### src/rtl/bullet_collision_pkg.sv
// Shared game types for the bullet-hell combat screen: colors, box fields, FSM encoding.
package bullet_collision_pkg;

  localparam int unsigned COORD_W = 8;
  localparam int unsigned SUM_W   = COORD_W + 1;
  localparam int unsigned BOX_W   = 2 * COORD_W;
  localparam int unsigned COLOR_W = 3;
  localparam int unsigned HP_W    = 8;
  localparam int unsigned CNT_W   = 8;

  localparam logic [COLOR_W-1:0] COLOR_WHITE = 3'b000;
  localparam logic [COLOR_W-1:0] COLOR_GREEN = 3'b001;
  localparam logic [COLOR_W-1:0] COLOR_BLUE  = 3'b010;

  // Position is {x, y}; size is {w, h}; both use the same field split.
  typedef struct packed {
    logic [COORD_W-1:0] x;
    logic [COORD_W-1:0] y;
  } xy_t;

  typedef struct packed {
    logic [BOX_W-1:0]   pos;
    logic [BOX_W-1:0]   size;
    logic [COLOR_W-1:0] color;
    logic               render;
  } bullet_t;

  typedef enum logic [1:0] {
    IDLE    = 2'd0,
    CHECK1  = 2'd1,
    CHECK2  = 2'd2,
    RESOLVE = 2'd3
  } state_e;

endpackage

### src/rtl/box_overlap.sv
// Combinational axis-aligned box overlap; end coordinates carry a ninth bit so nothing wraps at 255.
module box_overlap
  import bullet_collision_pkg::*;
(
  input  logic [BOX_W-1:0] a_pos_i,
  input  logic [BOX_W-1:0] a_size_i,
  input  logic [BOX_W-1:0] b_pos_i,
  input  logic [BOX_W-1:0] b_size_i,
  output logic             hit_c_o
);

  xy_t              a_pos, a_size, b_pos, b_size;
  logic [SUM_W-1:0] a_x_end, a_y_end, b_x_end, b_y_end;
  logic             nonzero, x_ovl, y_ovl;

  assign a_pos  = xy_t'(a_pos_i);
  assign a_size = xy_t'(a_size_i);
  assign b_pos  = xy_t'(b_pos_i);
  assign b_size = xy_t'(b_size_i);

  assign a_x_end = SUM_W'(a_pos.x) + SUM_W'(a_size.x);
  assign a_y_end = SUM_W'(a_pos.y) + SUM_W'(a_size.y);
  assign b_x_end = SUM_W'(b_pos.x) + SUM_W'(b_size.x);
  assign b_y_end = SUM_W'(b_pos.y) + SUM_W'(b_size.y);

  assign nonzero = (a_size.x != '0) && (a_size.y != '0) &&
                   (b_size.x != '0) && (b_size.y != '0);
  assign x_ovl   = (SUM_W'(a_pos.x) < b_x_end) && (SUM_W'(b_pos.x) < a_x_end);
  assign y_ovl   = (SUM_W'(a_pos.y) < b_y_end) && (SUM_W'(b_pos.y) < a_y_end);

  assign hit_c_o = nonzero && x_ovl && y_ovl;

endmodule

### src/rtl/bullet_collision.sv
// Per-frame collision resolver: snapshots two bullets and the heart, tests each in turn,
// then applies damage/heal, the invulnerability window and the one-cycle isCollide pulse.
module bullet_collision
  import bullet_collision_pkg::*;
#(
  parameter int unsigned MAX_HP        = 20,
  parameter int unsigned DAMAGE        = 4,
  parameter int unsigned HEAL          = 2,
  parameter int unsigned INVULN_FRAMES = 30
) (
  input  logic               clk,
  input  logic               rst_n,
  input  logic               frameTick,
  input  logic [BOX_W-1:0]   position1,
  input  logic [BOX_W-1:0]   position2,
  input  logic [BOX_W-1:0]   size1,
  input  logic [BOX_W-1:0]   size2,
  input  logic [COLOR_W-1:0] color1,
  input  logic [COLOR_W-1:0] color2,
  input  logic               isRender1,
  input  logic               isRender2,
  input  logic [BOX_W-1:0]   heartPos,
  input  logic [BOX_W-1:0]   heartSize,
  input  logic               heartMoving,
  output logic               isCollide,
  output logic [1:0]         hitMask,
  output logic [HP_W-1:0]    hp,
  output logic               invuln,
  output logic               isDead
);

  state_e           state_q, state_d;
  bullet_t          b1_q, b2_q, cur_b;
  logic [BOX_W-1:0] heart_pos_q, heart_size_q;
  logic             moving_q;
  logic [1:0]       dmg_q, dmg_d, grn_q, grn_d, mask_q, mask_d;
  logic [HP_W-1:0]  hp_q, hp_d, hp_after_dmg;
  logic [HP_W:0]    hp_heal_sum;
  logic [CNT_W-1:0] cnt_q, cnt_d;
  logic             dead_q, dead_d, collide_q, collide_d;
  logic             overlap_c, qual_c, cur_dmg_c, cur_grn_c, invuln_c;

  // State and datapath registers.
  always_ff @(posedge clk or negedge rst_n) begin
    if (!rst_n) begin
      state_q      <= IDLE;
      b1_q         <= '0;
      b2_q         <= '0;
      heart_pos_q  <= '0;
      heart_size_q <= '0;
      moving_q     <= 1'b0;
      dmg_q        <= '0;
      grn_q        <= '0;
      mask_q       <= '0;
      hp_q         <= HP_W'(MAX_HP);
      cnt_q        <= '0;
      dead_q       <= 1'b0;
      collide_q    <= 1'b0;
    end else begin
      state_q   <= state_d;
      dmg_q     <= dmg_d;
      grn_q     <= grn_d;
      mask_q    <= mask_d;
      hp_q      <= hp_d;
      cnt_q     <= cnt_d;
      dead_q    <= dead_d;
      collide_q <= collide_d;
      if (state_q == IDLE && frameTick) begin
        b1_q         <= '{pos: position1, size: size1, color: color1, render: isRender1};
        b2_q         <= '{pos: position2, size: size2, color: color2, render: isRender2};
        heart_pos_q  <= heartPos;
        heart_size_q <= heartSize;
        moving_q     <= heartMoving;
      end
    end
  end

  // Next-state: ticks outside IDLE are simply dropped.
  always_comb begin
    state_d = state_q;
    case (state_q)
      IDLE:    if (frameTick) state_d = CHECK1;
      CHECK1:  state_d = CHECK2;
      CHECK2:  state_d = RESOLVE;
      RESOLVE: state_d = IDLE;
      default: state_d = IDLE;
    endcase
  end

  // One overlap unit time-shared between the two bullet slots.
  assign cur_b = (state_q == CHECK2) ? b2_q : b1_q;

  box_overlap u_overlap (
    .a_pos_i  (cur_b.pos),
    .a_size_i (cur_b.size),
    .b_pos_i  (heart_pos_q),
    .b_size_i (heart_size_q),
    .hit_c_o  (overlap_c)
  );

  // Unknown color codes fall through to the white (damaging) class.
  assign qual_c    = cur_b.render && overlap_c;
  assign cur_grn_c = qual_c && (cur_b.color == COLOR_GREEN);
  assign cur_dmg_c = qual_c && (cur_b.color != COLOR_GREEN) &&
                     ((cur_b.color != COLOR_BLUE) || moving_q);
  assign invuln_c  = (cnt_q != '0);

  // Output/datapath next values; damage resolves before heal within a frame.
  always_comb begin
    dmg_d        = dmg_q;
    grn_d        = grn_q;
    hp_d         = hp_q;
    cnt_d        = cnt_q;
    dead_d       = dead_q;
    collide_d    = 1'b0;
    mask_d       = '0;
    hp_after_dmg = hp_q;
    hp_heal_sum  = '0;
    if (frameTick && invuln_c) cnt_d = cnt_q - CNT_W'(1);
    case (state_q)
      CHECK1: begin
        dmg_d[0] = cur_dmg_c;
        grn_d[0] = cur_grn_c;
      end
      CHECK2: begin
        dmg_d[1] = cur_dmg_c;
        grn_d[1] = cur_grn_c;
      end
      RESOLVE: begin
        if (!dead_q) begin
          if ((|dmg_q) && !invuln_c) begin
            hp_after_dmg = (hp_q > HP_W'(DAMAGE)) ? hp_q - HP_W'(DAMAGE) : '0;
            cnt_d        = CNT_W'(INVULN_FRAMES);
            mask_d       = dmg_q;
          end
          hp_d = hp_after_dmg;
          if (|grn_q) begin
            hp_heal_sum = (HP_W+1)'(hp_after_dmg) + (HP_W+1)'(HEAL);
            hp_d        = (hp_heal_sum > (HP_W+1)'(MAX_HP)) ? HP_W'(MAX_HP)
                                                            : HP_W'(hp_heal_sum);
            mask_d      = mask_d | grn_q;
          end
          collide_d = |mask_d;
          dead_d    = (hp_d == '0);
        end
      end
      default: ;
    endcase
  end

  assign isCollide = collide_q;
  assign hitMask   = mask_q;
  assign hp        = hp_q;
  assign invuln    = invuln_c;
  assign isDead    = dead_q;

endmodule
### config.mk
export PLATFORM = sky130hd
export DESIGN_NAME = bullet_collision
export DESIGN_NICKNAME = d
export VERILOG_FILES = /design/src/rtl/bullet_collision_pkg.sv /design/src/rtl/box_overlap.sv /design/src/rtl/bullet_collision.sv
export SDC_FILE = /design/constraint.sdc
export NUM_CORES = 1
export LEC_CHECK = 0
export CORE_UTILIZATION = 30
export CTS_CLUSTER_DIAMETER = 100
export DETAILED_ROUTE_END_ITERATION = 8
export PLACE_DENSITY = 0.56
export SLEW_MARGIN = 0
export SYNTH_ARGS = -nofsm -noshare
export SYNTH_HDL_FRONTEND = slang
export SYNTH_SLANG_ARGS = --single-unit
### constraint.sdc
create_clock -name clk -period 5.6 [get_ports clk]
set_input_delay 0.56 -clock clk [delete_from_list [all_inputs] [get_ports clk]]
set_output_delay 0.56 -clock clk [all_outputs]
set_load 0.02 [all_outputs]
---- Word level (Yosys, flattened, before mapping) ----
Index checks and enable logic that the tools add are counted.
storage, ports and cells
  bits in registers ....................... 131
  latch bits .............................. 0
  bits in writable memories ............... 0
  memory bits (read-only) ................. 0
  input bits .............................. 108
  output and inout port bits .............. 13
  memories kept ........................... 0
cells by class
  add/subtract/negate cells ............... 7
  multipliers ............................. 0
  divide/modulo/power cells ............... 0
  order comparisons ....................... 6
  eq/ne operators ......................... 7
  shifts and indexed selects .............. 0
  mux-type cells .......................... 26
  bitwise operators ....................... 2
  reductions and logical operators ........ 27
operators with widths
  operator                                                                count
  8-bit 2-to-1 mux                                                        12
  8-bit nonzero test                                                      5
  8-bit by 8-bit adder with 9-bit output                                  4
  8-bit by 9-bit < comparator with 1-bit output                           4
  36-bit 2-to-1 mux                                                       1
  2-bit 2-to-1 mux                                                        9
  1-bit logical AND                                                       14
  8-bit by 2-bit adder with 9-bit output (second input constant)          1
  9-bit by 5-bit > comparator with 1-bit output (second input constant)   1
  8-bit by 3-bit > comparator with 1-bit output (second input constant)   1
  8-bit logical NOT                                                       1
  2-bit case mux with 4 select lines                                      1
  8-bit by 1-bit subtractor with 8-bit output (second input constant)     1
  8-bit by 3-bit subtractor with 8-bit output (second input constant)     1
  2-bit OR reduction                                                      3
  2-bit equality test (second input constant)                             2
  3-bit by 1-bit equality test with 1-bit output (second input constant)  1
  1-bit 2-to-1 mux                                                        3
  3-bit by 1-bit != test with 1-bit output (second input constant)        1
  3-bit by 2-bit != test with 1-bit output (second input constant)        1
  2-bit by 1-bit equality test with 1-bit output (second input constant)  1
  2-bit logical NOT                                                       1
  2-bit != test (second input constant)                                   1
  2-bit bitwise OR                                                        1
  4 further kinds                                                         4

---- Logic depth before layout (Yosys ltp) ----
  word-level depth ........................ 14
  gate-level depth with buffers ........... 19
  mapped depth without buffers ............ 17

---- By module ----
Synthesis repeated with hierarchy kept, for this count alone.
second synthesis, totals
  cell total of the unflattened synthesis .. 678
  area total of the unflattened synthesis .. 7,830.0 µm²
modules (own cells, without submodules)
  module            times used  cells each  area an instance (µm²)  seq. area each (µm²)
  bullet_collision  1           447         5,959.5                 3,280.6
  box_overlap       1           231         1,870.5                 0.0

---- Worst setup path before layout ----
No wires, ideal clock.
  path type ............................... register -> register
  start ................................... register state_q[0]
  end ..................................... register grn_q[1]
  arrival time ............................ 4.260 ns
  required time ........................... 5.478 ns
  slack ................................... 1.218 ns
  cell stages (with the launch flop) ...... 20
  buffers on the path ..................... 3
  clock period less this slack ............ 4.382 ns
  cells stage by stage .................... dfrtp_1 -> inv_1 -> ha_1 -> clkbuf_1 -> buf_1 -> clkbuf_1 -> mux2_2 -> fa_1 -> a21oi_1 -> nor2_1 -> nor2_1 -> o21bai_1 -> a21oi_1 -> xnor2_1 -> ha_1 -> nand3_1 -> o21ai_0 -> a21oi_1 -> a211o_1 -> a32o_1
between the ends
  cells in the longest elaborated chain, start to end .. 10
  elaborated cells between the ends (all ways) .. 20
  classes of those cells .................. 2 x add/sub; 4 x order compare; 2 x eq/ne; 1 x mux; 11 x reduce/logical
ends and longest elaborated chain
  item                                                                                            RTL line                                         text
  start, declared                                                                                 bullet_collision.sv:32                           state_e state_q, state_d;
  start signal, assigned                                                                          bullet_collision.sv:60                           state_q <= state_d;
  2-bit equality test *                                                                           bullet_collision.sv:91, bullet_collision.sv:120
  parallel branches: the longest is 9 deep, another holds 8-bit by 8-bit adder with 9-bit output  --
  end signal, assigned                                                                            bullet_collision.sv:62                           grn_q <= grn_d;
  end, declared                                                                                   bullet_collision.sv:36                           logic [1:0] dmg_q, dmg_d, grn_q, grn_d, mask_q, mask_d;
Every way passes the cells marked *.
A chain may end at the register's enable or synchronous reset.

---- Worst setup path in the final report ----
  start ................................... register state_q[0]
  end ..................................... register grn_q[0]
between the ends
  cells in the longest elaborated chain, start to end .. 10
  elaborated cells between the ends (all ways) .. 21
  classes of those cells .................. 2 x add/sub; 4 x order compare; 3 x eq/ne; 1 x mux; 11 x reduce/logical
ends and longest elaborated chain
  item
  parallel branches: the longest is 10 deep, another holds 8-bit by 8-bit adder with 9-bit output
Parallel ways; which one is timed is not known.

==> impl_metrics.ini <==
[clock_network]
cts_tree = yes
cts_buffers = 17
post-cts-setup-buffers = 0
cts_resized = 0
clk_root_buffer_cell = clkbuf_16
clock_sink_count = 131
clock_latency_ps = 430
holdBufCountCts = 0
clkTransAtPathRegs_ps = 60
cts_buffer_depth = 2
htree_levels = 4

[layout]
final_cells = 1150
synthToLayoutAreaGrowth_pct = 27.1
final_util_pct = 38.9
antenna_cells = 0
drive_above_1_share_pct = 25.3
final_nets = 984

[pwr]
p_seq_share_pct = 25.2
p_leak_nw = 4.39
power.density_mw_per_mm2 = 694
ir_worst_vdd_mv = 0.320
p_int_w = 0.00423
p_clk_share_pct = 17.0
combPwrFrac_pct = 57.8
switchingPower_w = 0.00281
switching_share_pct = 39.9

[min_path]
hold_class = primary input to async pin

[sta]
slew_headroom_pct = 34.3
tns_ps = 0
period_minus_slack_ps = 4460
post-route-period-util_pct = 79.7
grt_setup_unrepaired = false
finalMaxSlewViolations = 0
worst_pin_slew_ps = 985
setup_viol = 0
finClkSkew_ps = 13.3
hold_viol_final = 0
max_freq_ghz = 0.224
fin_hold_ws_ps = 278

[synth]
synthSimpleGateAreaFrac_pct = 8.33
synth_fa_ha_area_share_pct = 12.0
yosys.area.top_type = dfrtp_1
yosysUniqueCellTypes = 73
synth_flop_cell = dfrtp_1
yosys-top-cells-area = dfrtp_1, mux2_2, ha_1
synth_seq_cells = 131
syn_area_per_cell_sq_um = 11.7
ys_async_sr_fraction_pct = 100
synth_top_family_by_area = multiplexers
synth_compound_area_share_pct = 11.3
synth_edf_count = 0
syn_area_sq_mm = 0.00798
ys_warn_count = 0
yosysSeqAreaShare_pct = 41.1
syn_nets = 864
syn_inst = 682
synth_mux_area_share_pct = 20.5
synth_top_area_share_pct = 40.5
synth_xor_xnor_area_share_pct = 3.95

[setup_path]
start_kind = register
critical_path.top_delay_family = compound AO/OA/AOI/OAI gates
cp.arrival_ps = 4820
path_class = register to register
worstPathMaxFanout = 20
critical_path_buf_inv_count = 3
cp.required_ps = 5950
path_cells = inv_1 -> ha_2 -> buf_4 -> mux2i_1 -> inv_1 -> ha_1 -> a21o_1 -> a21oi_1 -> o31ai_1 -> xnor2_1 -> ha_1 -> a21o_1 -> a21o_1 -> a21oi_1 -> o21ai_0 -> a31oi_1 -> o311a_1 -> a41o_1
r2r_slack_ps = 1140
crit_path_end_kind = register
slowest_stage = ha_2
crit_top_cell = a21o_1
max_stage_delay_ps = 550

[floorplan]
rows = 59
ios = 121
die_area_sq_mm = 0.0272
core-area_sq_mm = 0.0261
die_w_microns = 165
die_y_microns = 165
start_util_pct = 30.6

[global_routing]
gr-usage-all-layers_pct = 14.6
grt_max_degree = 76
antenna_found_initial = 0
grt_pass1_vias = 5681
globalRouteOverflowTotal = 0
grt_pass1_wl_mm = 30.3

[routing]
vias_per_cell = 4.84
dr_total_vias = 5564
post_drt_wl_per_cell_microns = 16.3
firstDrtPassIters = 7
ant_nets = 0
drc = 0
drt-total-wl_mm = 18.7
drt_iter0_drc = 213

[status]
status = completed

[placed_design]
dp.cells = 1118
dpl.hpwl_mm = 14.2
place_congestion = 0.827
portBuffers = 120

[flow_run]
max_cap_viol_count = 0
## power groups by stage
stage	sequential, W	combinational, W	clock (W)
after global placement	0.00179	0.00398	0
after CTS	0.00178	0.00410	0.00122
final	0.00177	0.00406	0.00120
after global routing	0.00184	0.00464	0.00126
after detailed placement	0.00179	0.00406	0
after floorplan	0.00165	0.00323	0
## registers in the layout (all words and copies together) (netlist names)
register and cells:
cnt_q 8, b1_q 36, state_q 2, moving_q 1
hp 8, heart_pos_q 16, hitMask 2, b2_q 36
grn_q 2, isCollide 1, heart_size_q 16, dmg_q 2
isDead 1
## cell usage after synthesis, drive strengths merged, types with 11 or more instances
| cell type | n |
|---|---|
| dfrtp | 129 |
| ha | 70 |
| nand2 | 21 |
| a21oi | 39 |
| nor2 | 22 |
| o21ai | 19 |
| clkbuf | 13 |
| nor4 | 11 |
| a21o | 16 |
| xor2 | 15 |
| mux2 | 137 |
| inv | 29 |
| xnor2 | 21 |
## cells in the final DEF (no fill, tap or decap), types with 3 or more instances in the layout
| master | Yosys | routed |
|---|---|---|
| bufinv_16 | 0 | 3 |
| xnor2_1 | 21 | 21 |
| dfrtp_1 | 129 | 129 |
| clkdlybuf4s50_1 | 0 | 119 |
| nand2_1 | 21 | 20 |
| o31ai_1 | 6 | 6 |
| or3_1 | 3 | 3 |
| xor2_1 | 15 | 15 |
| nor2b_1 | 5 | 5 |
| o21ai_0 | 17 | 17 |
| o211ai_1 | 3 | 3 |
| nand2b_1 | 5 | 5 |
| a21oi_1 | 38 | 38 |
| inv_1 | 29 | 29 |
| o21a_1 | 8 | 8 |
| ha_1 | 70 | 69 |
| a32o_1 | 3 | 3 |
| nand4_1 | 4 | 4 |
| or2_2 | 5 | 5 |
| inv_6 | 0 | 3 |
| mux2i_1 | 9 | 9 |
| buf_4 | 1 | 4 |
| nor4_1 | 10 | 10 |
| nor2_1 | 21 | 21 |
| mux2_2 | 137 | 137 |
| a21o_1 | 16 | 16 |
| clkinvlp_4 | 0 | 3 |
| fa_1 | 4 | 4 |
| o21bai_1 | 9 | 9 |
| nor3_1 | 7 | 7 |
| nor3b_1 | 3 | 3 |
| clkbuf_16 | 0 | 17 |
| nand3_1 | 9 | 9 |
## path summary, 6_finish.rpt
kind,cells past startpoint,startpoint,end
max,18,state_q[0],grn_q[0]
min,1,rst_n,b1_q[30]
max reg2reg,18,state_q[0],grn_q[0]
min reg2reg,1,cnt_q[7],cnt_q[7]
max in group asynchronous,2,rst_n,b2_q[22]
min in group clk,1,cnt_q[7],cnt_q[7]
## area by class of cell
type | count | area (sq um)
clock buffers | 19 | 453
clock inverters | 13 | 173
fillers | 2491 | 15900
inverters | 30 | 113
multi-input cells | 499 | 4480
flip-flops and latches | 131 | 3280
well taps | 335 | 419
repair buffers | 123 | 1220
## metal layers
metal	track usage, %	vias to the layer above	part of all wire, %
met1	20.8	2681	50
met4	3.79	0	1.1
met3	3.37	15	3.7
li1	-	2747	-
met5	0	-	0
met2	22.0	121	45
## cell families (layout without fill, tap and decap cells)
family,count (synthesis),after routing
compound gates,128,128
xor+xnor,36,36
fa+ha+maj,74,74
buf+inv,52,185
flops,131,131
mux,146,146
simple gates,115,115
## stage by stage
step	total power [W]	setup WS, ps	area, sq um
after floorplan	0.00488	1220	7980
after global placement	0.00577	1320	9510
after detailed placement	0.00585	1160	9510
after CTS	0.00710	1140	10100
after global routing	0.00774	714	10100
final	0.00703	1140	10100
Power figures use the tool's default switching activity.
